--- src/rtl/home_zone_if.sv ---
// Sensor/actuator bundle between the sensor front end and the zone controller.
// The master drives sensor levels and the tick strobe; the slave drives actuators.
interface home_zone_if #(
  parameter int NZONES = 4
) ();
  logic              tick;
  logic [NZONES-1:0] pir;
  logic              isDark;
  logic              tempHigh;
  logic              authorized;
  logic              arm;
  logic [NZONES-1:0] lightOn;
  logic              fanOn;
  logic              alarmOn;
  logic              armed;
  logic [1:0]        sec_state;

  modport master (
    output tick, pir, isDark, tempHigh, authorized, arm,
    input  lightOn, fanOn, alarmOn, armed, sec_state
  );

  modport slave (
    input  tick, pir, isDark, tempHigh, authorized, arm,
    output lightOn, fanOn, alarmOn, armed, sec_state
  );
endinterface

--- src/rtl/home_zone_controller.sv ---
// Multi-zone home controller: PIR-held zone lights, dwell-limited fan and an
// arm/entry/alarm security FSM, all timed in tick strobes.
module home_zone_controller #(
  parameter int NZONES      = 4,
  parameter int LIGHT_HOLD  = 60,
  parameter int FAN_MIN     = 20,
  parameter int ENTRY_DELAY = 30,
  parameter int ALARM_TIME  = 120
) (
  input  logic clk,
  input  logic rst,
  home_zone_if.slave bus
);

  function automatic int max2(input int a, input int b);
    return (a > b) ? a : b;
  endfunction

  localparam int MAXP = max2(max2(LIGHT_HOLD, FAN_MIN), max2(ENTRY_DELAY, ALARM_TIME));
  localparam int TW   = $clog2(MAXP + 1);

  typedef logic [TW-1:0] tmr_t;

  localparam tmr_t ONE     = tmr_t'(1);
  localparam tmr_t T_LIGHT = tmr_t'(LIGHT_HOLD);
  localparam tmr_t T_FAN   = tmr_t'(FAN_MIN);
  localparam tmr_t T_ENTRY = tmr_t'(ENTRY_DELAY);
  localparam tmr_t T_ALARM = tmr_t'(ALARM_TIME);

  typedef enum logic [1:0] {
    DISARMED = 2'd0,
    ARMED    = 2'd1,
    ENTRY    = 2'd2,
    ALARM    = 2'd3
  } sec_t;

  logic [NZONES-1:0] light_vec;

  // Each zone owns its own hold timer; fresh dark-room motion re-arms it every cycle.
  for (genvar gi = 0; gi < NZONES; gi++) begin : g_zone
    tmr_t hold_q, hold_d;
    logic light_q, light_d;

    always_comb begin
      hold_d  = hold_q;
      light_d = light_q;
      if (!bus.isDark) begin
        hold_d  = '0;
        light_d = 1'b0;
      end else if (bus.pir[gi]) begin
        hold_d  = T_LIGHT;
        light_d = 1'b1;
      end else if (bus.tick && hold_q != '0) begin
        hold_d = hold_q - ONE;
        if (hold_q == ONE) light_d = 1'b0;
      end
    end

    always_ff @(posedge clk or posedge rst) begin
      if (rst) begin
        hold_q  <= '0;
        light_q <= 1'b0;
      end else begin
        hold_q  <= hold_d;
        light_q <= light_d;
      end
    end

    assign light_vec[gi] = light_q;
  end

  tmr_t fcnt_q, fcnt_d;
  logic fan_q, fan_d;

  // Fan may only toggle once its dwell timer has run out, filtering a chattering tempHigh.
  always_comb begin
    fan_d  = fan_q;
    fcnt_d = fcnt_q;
    if (bus.tick && fcnt_q != '0) fcnt_d = fcnt_q - ONE;
    if (fcnt_q == '0) begin
      if (!fan_q && bus.tempHigh) begin
        fan_d  = 1'b1;
        fcnt_d = T_FAN;
      end else if (fan_q && !bus.tempHigh) begin
        fan_d  = 1'b0;
        fcnt_d = T_FAN;
      end
    end
  end

  sec_t state_q, state_d;
  tmr_t scnt_q, scnt_d;
  logic alarm_q, alarm_d;
  logic armed_q, armed_d;
  logic s_expire;

  always_comb begin
    state_d  = state_q;
    scnt_d   = scnt_q;
    s_expire = bus.tick && (scnt_q == ONE);
    if (bus.tick && scnt_q != '0) scnt_d = scnt_q - ONE;
    unique case (state_q)
      DISARMED: if (bus.arm && !bus.authorized) state_d = ARMED;
      ARMED: begin
        if (bus.authorized) begin
          state_d = DISARMED;
        end else if (|bus.pir) begin
          state_d = ENTRY;
          scnt_d  = T_ENTRY;
        end
      end
      ENTRY: begin
        if (bus.authorized) begin
          state_d = DISARMED;
          scnt_d  = '0;
        end else if (s_expire) begin
          state_d = ALARM;
          scnt_d  = T_ALARM;
        end
      end
      ALARM: begin
        if (bus.authorized) begin
          state_d = DISARMED;
          scnt_d  = '0;
        end else if (s_expire) begin
          state_d = ARMED;
        end
      end
      default: state_d = DISARMED;
    endcase
    // Output flops follow the next state so they change on the same edge as sec_state.
    alarm_d = (state_d == ALARM);
    armed_d = (state_d != DISARMED);
  end

  always_ff @(posedge clk or posedge rst) begin
    if (rst) begin
      fan_q   <= 1'b0;
      fcnt_q  <= '0;
      state_q <= DISARMED;
      scnt_q  <= '0;
      alarm_q <= 1'b0;
      armed_q <= 1'b0;
    end else begin
      fan_q   <= fan_d;
      fcnt_q  <= fcnt_d;
      state_q <= state_d;
      scnt_q  <= scnt_d;
      alarm_q <= alarm_d;
      armed_q <= armed_d;
    end
  end

  assign bus.lightOn   = light_vec;
  assign bus.fanOn     = fan_q;
  assign bus.alarmOn   = alarm_q;
  assign bus.armed     = armed_q;
  assign bus.sec_state = state_q;

endmodule

--- src/flat_wrapper.sv ---
// flat-port wrapper written by rule: the top's interface ports become plain ports
module home_zone_controller_flat 
#(
  parameter int NZONES      = 4,
  parameter int LIGHT_HOLD  = 60,
  parameter int FAN_MIN     = 20,
  parameter int ENTRY_DELAY = 30,
  parameter int ALARM_TIME  = 120
)
  (clk, rst, bus_tick, bus_pir, bus_isDark, bus_tempHigh, bus_authorized, bus_arm, bus_lightOn, bus_fanOn, bus_alarmOn, bus_armed, bus_sec_state);
  home_zone_if #(.NZONES(NZONES)) bus_i ();
  input  logic clk;
  input  logic rst;
  input wire logic [$bits(bus_i.tick)-1:0] bus_tick;
  input wire logic [$bits(bus_i.pir)-1:0] bus_pir;
  input wire logic [$bits(bus_i.isDark)-1:0] bus_isDark;
  input wire logic [$bits(bus_i.tempHigh)-1:0] bus_tempHigh;
  input wire logic [$bits(bus_i.authorized)-1:0] bus_authorized;
  input wire logic [$bits(bus_i.arm)-1:0] bus_arm;
  output wire logic [$bits(bus_i.lightOn)-1:0] bus_lightOn;
  output wire logic [$bits(bus_i.fanOn)-1:0] bus_fanOn;
  output wire logic [$bits(bus_i.alarmOn)-1:0] bus_alarmOn;
  output wire logic [$bits(bus_i.armed)-1:0] bus_armed;
  output wire logic [$bits(bus_i.sec_state)-1:0] bus_sec_state;
  assign bus_i.tick = bus_tick;
  assign bus_i.pir = bus_pir;
  assign bus_i.isDark = bus_isDark;
  assign bus_i.tempHigh = bus_tempHigh;
  assign bus_i.authorized = bus_authorized;
  assign bus_i.arm = bus_arm;
  assign bus_lightOn = bus_i.lightOn;
  assign bus_fanOn = bus_i.fanOn;
  assign bus_alarmOn = bus_i.alarmOn;
  assign bus_armed = bus_i.armed;
  assign bus_sec_state = bus_i.sec_state;
  home_zone_controller #(.NZONES(NZONES), .LIGHT_HOLD(LIGHT_HOLD), .FAN_MIN(FAN_MIN), .ENTRY_DELAY(ENTRY_DELAY), .ALARM_TIME(ALARM_TIME)) u_core (.clk(clk), .rst(rst), .bus(bus_i));
endmodule
--- config.mk ---
export PLATFORM = sky130hd
export DESIGN_NAME = home_zone_controller_flat
export DESIGN_NICKNAME = d
export VERILOG_FILES = /design/src/rtl/home_zone_if.sv /design/src/rtl/home_zone_controller.sv /design/src/flat_wrapper.sv
export SDC_FILE = /design/constraint.sdc
export NUM_CORES = 1
export LEC_CHECK = 0
export BUFFER_PORTS_ARGS = -buffer_cell sky130_fd_sc_hd__buf_2
export CAP_MARGIN = 0
export CORE_UTILIZATION = 50
export CTS_BUF_LIST = sky130_fd_sc_hd__clkbuf_4
export CTS_CLUSTER_SIZE = 16
export DETAILED_ROUTE_END_ITERATION = 7
export PLACE_DENSITY = 0.76
export SLEW_MARGIN = 20
export SYNTH_ARGS = -nofsm -noshare
export SYNTH_HDL_FRONTEND = slang
export SYNTH_SLANG_ARGS = --single-unit
--- constraint.sdc ---
create_clock -name clk -period 2 [get_ports clk]
set_input_delay 0.2 -clock clk [delete_from_list [all_inputs] [get_ports clk]]
set_output_delay 0.2 -clock clk [all_outputs]
set_load 0.02 [all_outputs]
; Word level (Yosys, flattened, before mapping)
; Index checks and enable logic that the tools add are counted.
[op_classes]
n_mux = 49
n_div = 0
eq_ne = 17
n_reduce_logical = 29
n_mul = 0
n_lt_le_gt_ge = 0
addsub = 6
n_bitwise = 0
shifts = 0
[op_table]
columns = operator, count
row1 = two-way mux 7 bit, 22
row2 = nonzero test 7 bit, 6
row3 = subtractor 7 x 1 -> 7 bit (second input constant), 6
row4 = equality test 7 x 1 -> 1 bit (second input constant), 5
row5 = inequality test 3 x 2 -> 1 bit (second input constant), 8
row6 = case mux 7 bit (3 select lines), 1
row7 = two-way mux 1 bit, 18
row8 = two-way mux 2 bit, 7
row9 = logical AND 1 bit, 10
row10 = AND reduction 2 bit, 5
row11 = case mux 2 bit (4 select lines), 1
row12 = logical NOT 7 bit, 1
row13 = equality test 2 bit (second input constant), 3
row14 = nonzero test 2 bit, 2
row15 = OR reduction 4 bit, 1
row16 = logical NOT 1 bit, 3
row17 = equality test 2 x 1 -> 1 bit (second input constant), 1
row18 = logical NOT 2 bit, 1
[totals]
latch_bits = 0
wordCells = 115
romBits = 0
out_inout_bits = 9
ff_bits = 51
input_bits = 11
memories = 0
ram_bits = 0

; Logic depth before layout (Yosys ltp)
; Gate-level depths: netlist of run 1.
[logic_depth]
ltp_word = 6
ltp_mapped = 7
mapped_depth_nobuf = 6

; Least setup slack after synthesis of run 1
; No wires, ideal clock.
[synth_path]
path_type = reg-to-reg
start = reg u_core.fcnt_q[2]
end = reg u_core.fan_q, in the netlist u_core.bus.fanOn
setup_slack_ns = 0.123
stages_incl_launch_ff = 5
t_required_ns = 1.873
period_less_slack_ns = 1.877
t_arrival_ns = 1.750
cell_sequence = dfrtp_1 > or4_4 > or3b_4 > nor2_2 > mux2_1
[synth_via]
elab_chain_len = 2
[synth_rtl]
columns = item, line_no
row1 = from (decl), home_zone_controller.sv:72  ; tmr_t fcnt_q, fcnt_d;
row2 = from (signal assigned), home_zone_controller.sv:146  ; fcnt_q <= fcnt_d;
row3 = logical NOT 7 bit, home_zone_controller.sv:80  ; if (fcnt_q == '0) begin
row4 = AND reduction 2 bit (no source line), --
row5 = to (signal assigned), home_zone_controller.sv:145  ; fan_q <= fan_d;
row6 = to (decl), home_zone_controller.sv:73  ; logic fan_q, fan_d;
; No other way between the ends.
; A chain may end at the register's enable or synchronous reset.

; Final worst setup path of run 1
[layout_path]
start = reg u_core.fcnt_q[3]
end = reg u_core.fan_q, in the netlist u_core.bus.fanOn
; Same word-level chain as after synthesis.

==> summary.txt, run 1 <==
STA
  • Tmin final: 1.92 ns
  • Fin. Hold Viols: 0
  • Final Cycle Share: 96.0%
  • Max-Slew Margin vs Limit: 57.8%
  • Final setup fails: 0
  • Slew @ Worst Pin: 0.634 ns
  • Final setup skew: 0.00853 ns
  • PnR worst setup slack: 0.0796 ns
  • Max Freq: 521 MHz
  • Max-slew violation count: 0

Setup path
  • CP Max Fanout: 5
  • CP Cell Sequence: or4_4 > or3b_4 > nor2_2 > mux2_1
  • WS Path Type: flip-flop to flip-flop
  • Crit start category: flip-flop
  • CP Data Arrival Time: 2.20 ns
  • CP Capture Type: flip-flop
  • Crit path largest cell delay: 0.55 ns
  • Crit path max-delay cell type: or4_4
  • WP data required: 2.28 ns

Global route
  • First-pass GRT wire length: 10.1 mm
  • Grt ovf: 0
  • Initial antenna violation count: 0
  • Largest net degree at the start of global routing: 52
  • GR Util All Layers: 20.2%
  • Vias in the first global route: 2296

Floorplan
  • Core area: 5680 µm²
  • Io pins: 20
  • Row count: 27
  • Die height: 79.7 µm
  • Initial Utilization: 53.1%
  • Die Area: 6350 µm²
  • Die X: 79.7 µm

Placed design
  • Dpl cell area: 3190 µm²
  • Final Wtd Congestion: 0.819
  • Hpwl dp: 4.16 mm
  • Dpl ws: -0.00401 ns
  • I/O Buffers: 19

Finish
  • Share of layout cells above drive strength 1: 17.0%
  • Final core utilization: 58.2%
  • Nets: 377
  • P&R area growth vs syn: 9.54%
  • Number of diodes: 0
  • Design Area, Final: 3300 µm²
  • FILL cells: 521

Logic synthesis
  • Largest family of logic cells by synthesized area: simple AND/OR/NAND/NOR gates
  • Post-Synth Simple-Gate Area: 22.2%
  • Syn_area_per_cell: 9.36 µm²
  • Yosys reg bits: 51
  • Seq/Total Area, Yosys: 42.3%
  • Top FF cell, synth: dfrtp_1
  • Synth unique cells: 54
  • Post-synth ARST share: 100%
  • Fraction of synthesized cell area taken by the top area cell type: 42.3%
  • Post-synthesis adder-cell area fraction: 7.88%
  • Synth Area in XOR/XNOR: 4.65%
  • Complex-gate fraction of the synthesized area: 15.7%
  • Mux share of post-synthesis cell area: 2.20%
  • Syn Inst Count: 322
  • Yosys Warn Count: 0
  • Post-Syn Area: 3020 µm²
  • Area leader, netlist: dfrtp_1
  • Post-synth EDFFs: 0
  • Mapped Nets: 352
  • Synth area leaders: dfrtp_1 (42%), ha_1 (7.9%), nor2_1 (4.4%)

Outcome
  • Outcome: finished clean

Power and ir drop
  • Pwr Total: 0.00292 W
  • PwrDens: 885 nW/µm²
  • Leakage: 1.45 nW
  • IR drop worst, VDD: 0.000407 V

Detailed routing
  • 1st-iter DRT viols: 155
  • Post-route ant nets: 0
  • Via count: 2347
  • Total Routed Length: 5.83 mm
  • 1st-pass router iterations: 5
  • Wire length per cell: 13.9 µm
  • DRC viols: 0
  • Vias per cell: 5.59

CTS
  • Total CTS buffers: 5
  • Worst skew pair latency: 0.38 ns
  • CTS clk-pin slew, worst paths: 0.15 ns
  • H-tree depth: 2
  • CTS tree: yes
  • Clk sinks: 51
  • Root Buffer: clkbuf_4
  • Deepest clock path buffer count: 2

Worst hold path
  • Worst Hold Class: input pin to flip-flop

Flow run
  • Max-cap violations: 0
[Yosys cell counts, types with 4 or more instances]
library cell / instances
clkbuf_1: 7
o21a_1: 6
inv_1: 21
nor3_1: 9
nand4_1: 5
a21oi_1: 26
ha_1: 19
a211oi_1: 6
nand2_1: 19
or3_1: 7
nor2_1: 35
dfrtp_1: 51
mux2_2: 4
o21ai_0: 12
nand2b_1: 7
xnor2_1: 9
nand3_1: 7
xor2_1: 7
buf_4: 4
[power breakdown]
| part | switching [W] | internal (W) |
|---|---|---|
| Sequential | 0.000234 | 0.00122 |
| Combinational | 0.000532 | 0.000482 |
| Clock | 0.000326 | 0.000130 |
| Total | 0.00109 | 0.00183 |
[through the flow]
step           setup TNS, ns  std cells  hold slack [ns]
6_report                   0        420           0.0783
5_1_grt             -0.00767        420           0.0763
4_1_cts                    0        416           0.0685
3_5_place_dp        -0.00401        407            0.417
3_3_place_gp               0        407            0.417
2_1_floorplan              0        322            0.327
[cell usage in the layout (no fill, tap or decap), drive strengths merged, types with 3 or more instances in the layout]
master	n
xnor2	9
or4b	5
nor4b	4
or2	3
ha	19
nor2	36
o21ai	12
dfrtp	51
a211oi	6
nor3b	3
a21oi	26
xor2	7
nand3	7
nand2b	7
buf	32
o21a	6
or3	7
or3b	3
nand4	5
mux2	5
or4	4
clkbuf	5
nand2	19
o31ai	3
and2	3
nor3	9
inv	21
a31oi	3
a311oi	3
[cells by family (layout without fill, tap and decap cells)]
kind of cell | Yosys count | in the layout
AO/OA/AOI/OAI | 73 | 73
XOR/XNOR | 16 | 16
adder cells (fa/ha/maj) | 19 | 19
buffers and inverters | 36 | 62
flip-flops | 51 | 51
multiplexers | 6 | 6
AND/OR/NAND/NOR | 121 | 121
[registers in the layout, summed over array words and instances, names as in the netlist]
signal	flops
u_core.g_zone.hold_q	28
u_core.bus.fanOn	1
u_core.bus.sec_state	2
u_core.fcnt_q	7
u_core.g_zone.light_q	4
u_core.bus.armed	1
u_core.bus.alarmOn	1
u_core.scnt_q	7
[critical path, delay by kind of cell (launching register included)]
family	cells	cell delay, ns
AND/OR/NAND/NOR	3	1.08
flip-flops	1	0.43
multiplexers	1	0.32
[timing repair]
| item | in CTS | in global routing |
|---|---|---|
| gates resized for setup | 2 | 5 |
| hold endpoints to repair | 38 | 0 |
| pin swaps | 0 | 2 |
| buffers inserted | 0 | 4 |
| hold buffers | 1 | 0 |
| setup endpoints to repair | 1 | 8 |
[layer usage]
metal	wire, µm	share of wire, %	track usage [%]	vias up
li1	-	-	-	1190
met1	2660	46	26.6	1119
met2	2940	51	33.7	34
met3	177	3.0	3.77	4
met4	49	0.84	5.82	0
met5	0	0	0	-
[worst paths after layout]
kind / start / end / slack, ns / cells past startpoint
max: u_core.fcnt_q[3]$_DFF_PP0_ / u_core.bus.fanOn$_DFFE_PP0P_ / 0.08 / 4
min: bus_authorized / u_core.bus.armed$_DFF_PP0_ / 0.08 / 2
max reg2reg: u_core.fcnt_q[3]$_DFF_PP0_ / u_core.bus.fanOn$_DFFE_PP0P_ / 0.08 / 4
min reg2reg: u_core.fcnt_q[0]$_DFF_PP0_ / u_core.fcnt_q[0]$_DFF_PP0_ / 0.53 / 1
max in group asynchronous: rst / u_core.g_zone[1].hold_q[3]$_DFFE_PP0P_ / 1.07 / 4
min in group asynchronous: rst / u_core.scnt_q[2]$_DFF_PP0_ / 0.52 / 4
[cell type report]
type | instances | area, µm² | share of cell area [%]
multi-input cells | 235 | 1600 | 48.5
flip-flops and latches | 51 | 1280 | 38.6
repair buffers | 33 | 203 | 6.14
well taps | 72 | 90.1 | 2.73
inverters | 21 | 78.8 | 2.39
clock buffers | 5 | 37.5 | 1.14
clock inverters | 3 | 15.0 | 0.455
Power figures use the tool's default switching activity.
==> run 2: changes to the inputs <==
--- a/config.mk
+++ b/config.mk
@@ -11,6 +11,7 @@
 export CTS_BUF_LIST = sky130_fd_sc_hd__clkbuf_4
 export CTS_CLUSTER_SIZE = 16
 export DETAILED_ROUTE_END_ITERATION = 7
+export MAX_ROUTING_LAYER = met4
 export PLACE_DENSITY = 0.76
 export SLEW_MARGIN = 20
 export SYNTH_ARGS = -nofsm -noshare
==> run 2 against run 1 <==
  * Worst hold slack gained 0.00088 ns
  * Global-route usage grew 0.56 points
  * First-iteration DRC count is the same
  * Utilization is the same
  * Cell area is the same
  * Critical path depth is the same
==> summary.txt, run 2 (same netlist as run 1, synthesis figures left out) <==
Global route
  • First-pass GRT wire length: 10.1 mm
  • Vias in the first global route: 2294
  • GR Util All Layers: 20.8%
  • Largest net degree at the start of global routing: 52
  • Initial antenna violation count: 0
  • Grt ovf: 0

Setup path
  • Worst reg2reg path startpoint: u_core.fcnt_q[3]$_DFF_PP0_
  • CP Max Fanout: 5
  • Setup crit end: u_core.bus.fanOn$_DFFE_PP0P_
  • Worst setup startpoint: u_core.fcnt_q[3]$_DFF_PP0_
  • Reg2Reg Setup Slack: 0.08 ns
  • Reg2reg path depth: 4
  • WP data required: 2.28 ns
  • WS Path Type: flip-flop to flip-flop
  • Crit start category: flip-flop
  • Reg2reg end: u_core.bus.fanOn$_DFFE_PP0P_
  • CP Capture Type: flip-flop
  • CP Data Arrival Time: 2.20 ns

Floorplan
  • Core area: 5680 µm²
  • Die height: 79.7 µm
  • Die Area: 6350 µm²
  • Io pins: 20
  • Row count: 27
  • Die X: 79.7 µm
  • Initial Utilization: 53.1%

Flow run
  • Max-cap violations: 0

Finish
  • Max reg flops: 28
  • Most frequent cells in the layout: dfrtp_1 (51), nor2_1 (35), a21oi_1 (26)
  • Non-Filler Instances: 420
  • Most common cell after layout, fill and taps aside: dfrtp_1
  • Nets: 377
  • Biggest register: u_core.g_zone.hold_q
  • Final core utilization: 58.2%
  • Number of diodes: 0
  • Share of layout cells above drive strength 1: 17.0%
  • Multi-input gate area: 1600 µm²
  • FILL cells: 521
  • Largest registers: u_core.g_zone.hold_q: 28 flops, u_core.fcnt_q: 7 flops, u_core.scnt_q: 7 flops
  • Design Area, Final: 3300 µm²
  • Register area: 1280 µm²
  • P&R area growth vs syn: 9.54%

Detailed routing
  • 1st-iter DRT viols: 155
  • Vias per cell: 5.59
  • 1st-pass router iterations: 5
  • Post-route ant nets: 0
  • Wire length per cell: 13.9 µm
  • Via count: 2347
  • Total Routed Length: 5.83 mm
  • DRC viols: 0

Placed design
  • Dpl cell area: 3190 µm²
  • Final Wtd Congestion: 0.831
  • Placed insts: 407
  • I/O Buffers: 19
  • Hpwl dp: 4.16 mm

STA
  • Tmin final: 1.92 ns
  • Max-slew violation count: 0
  • Final setup skew: 0.00853 ns
  • Fin. Hold Viols: 0
  • Max-Slew Margin vs Limit: 57.8%
  • Final Cycle Share: 96.0%
  • Setup TNS: 0 ns
  • Slew @ Worst Pin: 0.633 ns
  • Final setup fails: 0
  • Max Freq: 521 MHz

CTS
  • Total CTS buffers: 5
  • CTS clk-pin slew, worst paths: 0.15 ns
  • CTS tree: yes
  • Clk sinks: 51
  • H-tree depth: 2
  • Root Buffer: clkbuf_4
  • Worst skew pair latency: 0.37 ns
  • Deepest clock path buffer count: 2

Outcome
  • Outcome: finished clean

Power and ir drop
  • Leakage: 1.45 nW
  • PwrDens: 885 nW/µm²
  • IR drop worst, VDD: 0.000407 V
  • Pwr Total: 0.00292 W

Worst hold path
  • Hold Crit Start: bus_authorized
  • Hold path cells: 2
  • Worst Hold Class: input pin to flip-flop
[run 2: cell counts in the layout (fill, tap and decap cells not counted)]
Identical to the previous run, type by type.
[run 2: worst min path at each step]
stage	slack [ns]	endpoint
final	0.08	u_core.bus.armed$_DFF_PP0_
after global routing	0.08	u_core.g_zone[1].hold_q[3]$_DFFE_PP0P_
after CTS	0.07	u_core.bus.armed$_DFF_PP0_
after detailed placement	0.42	u_core.g_zone[0].hold_q[3]$_DFFE_PP0P_
after global placement	0.42	u_core.scnt_q[2]$_DFF_PP0_
after floorplan	0.33	u_core.g_zone[0].light_q$_DFFE_PP0P_
[run 2: report_power, final]
part / switching (W) / internal (W) / leakage (nW)
sequential: 0.000234 / 0.00122 / 0.647
clock: 0.000326 / 0.000130 / 0.0263
combinational: 0.000532 / 0.000482 / 0.778
[run 2: through the flow]
step | worst slack (ns) | hold slack (ns)
2_1_floorplan | 0.123 | 0.327
3_3_place_gp | 0.0990 | 0.417
3_5_place_dp | -0.00401 | 0.417
4_1_cts | 0.00707 | 0.0685
5_1_grt | -0.00767 | 0.0763
6_report | 0.0796 | 0.0792
[run 2: per-layer routing]
metal / part of all wire [%] / vias to the layer above / track usage, % / wire length, µm
met3: 3.1 / 4 / 3.77 / 179
li1: - / 1190 / - / -
met4: 0.81 / 0 / 5.82 / 47
met5: 0 / - / - / 0
met2: 51 / 34 / 33.7 / 2940
met1: 46 / 1119 / 26.6 / 2660
[run 2: area by class of cell]
class                   instances  area share (%)
multi-input cells             235            48.5
flip-flops and latches         51            38.6
repair buffers                 33            6.14
well taps                      72            2.73
inverters                      21            2.39
clock buffers                   5            1.14
clock inverters                 3           0.455
[run 2: timing repair]
item                                    4_1_cts  5_1_grt
resized for setup                             2        5
buffers inserted                              0        4
hold buffers                                  1        0
hold endpoints to repair                     38        0
endpoints found under the setup margin        1        8
pin swaps                                     0        2
[run 2: worst max-delay path, cell delays in order, from the launching register on]
cell     delay, ns
dfrtp_1       0.43
or4_4         0.55
or3b_4        0.43
nor2_2        0.10
mux2_1        0.32
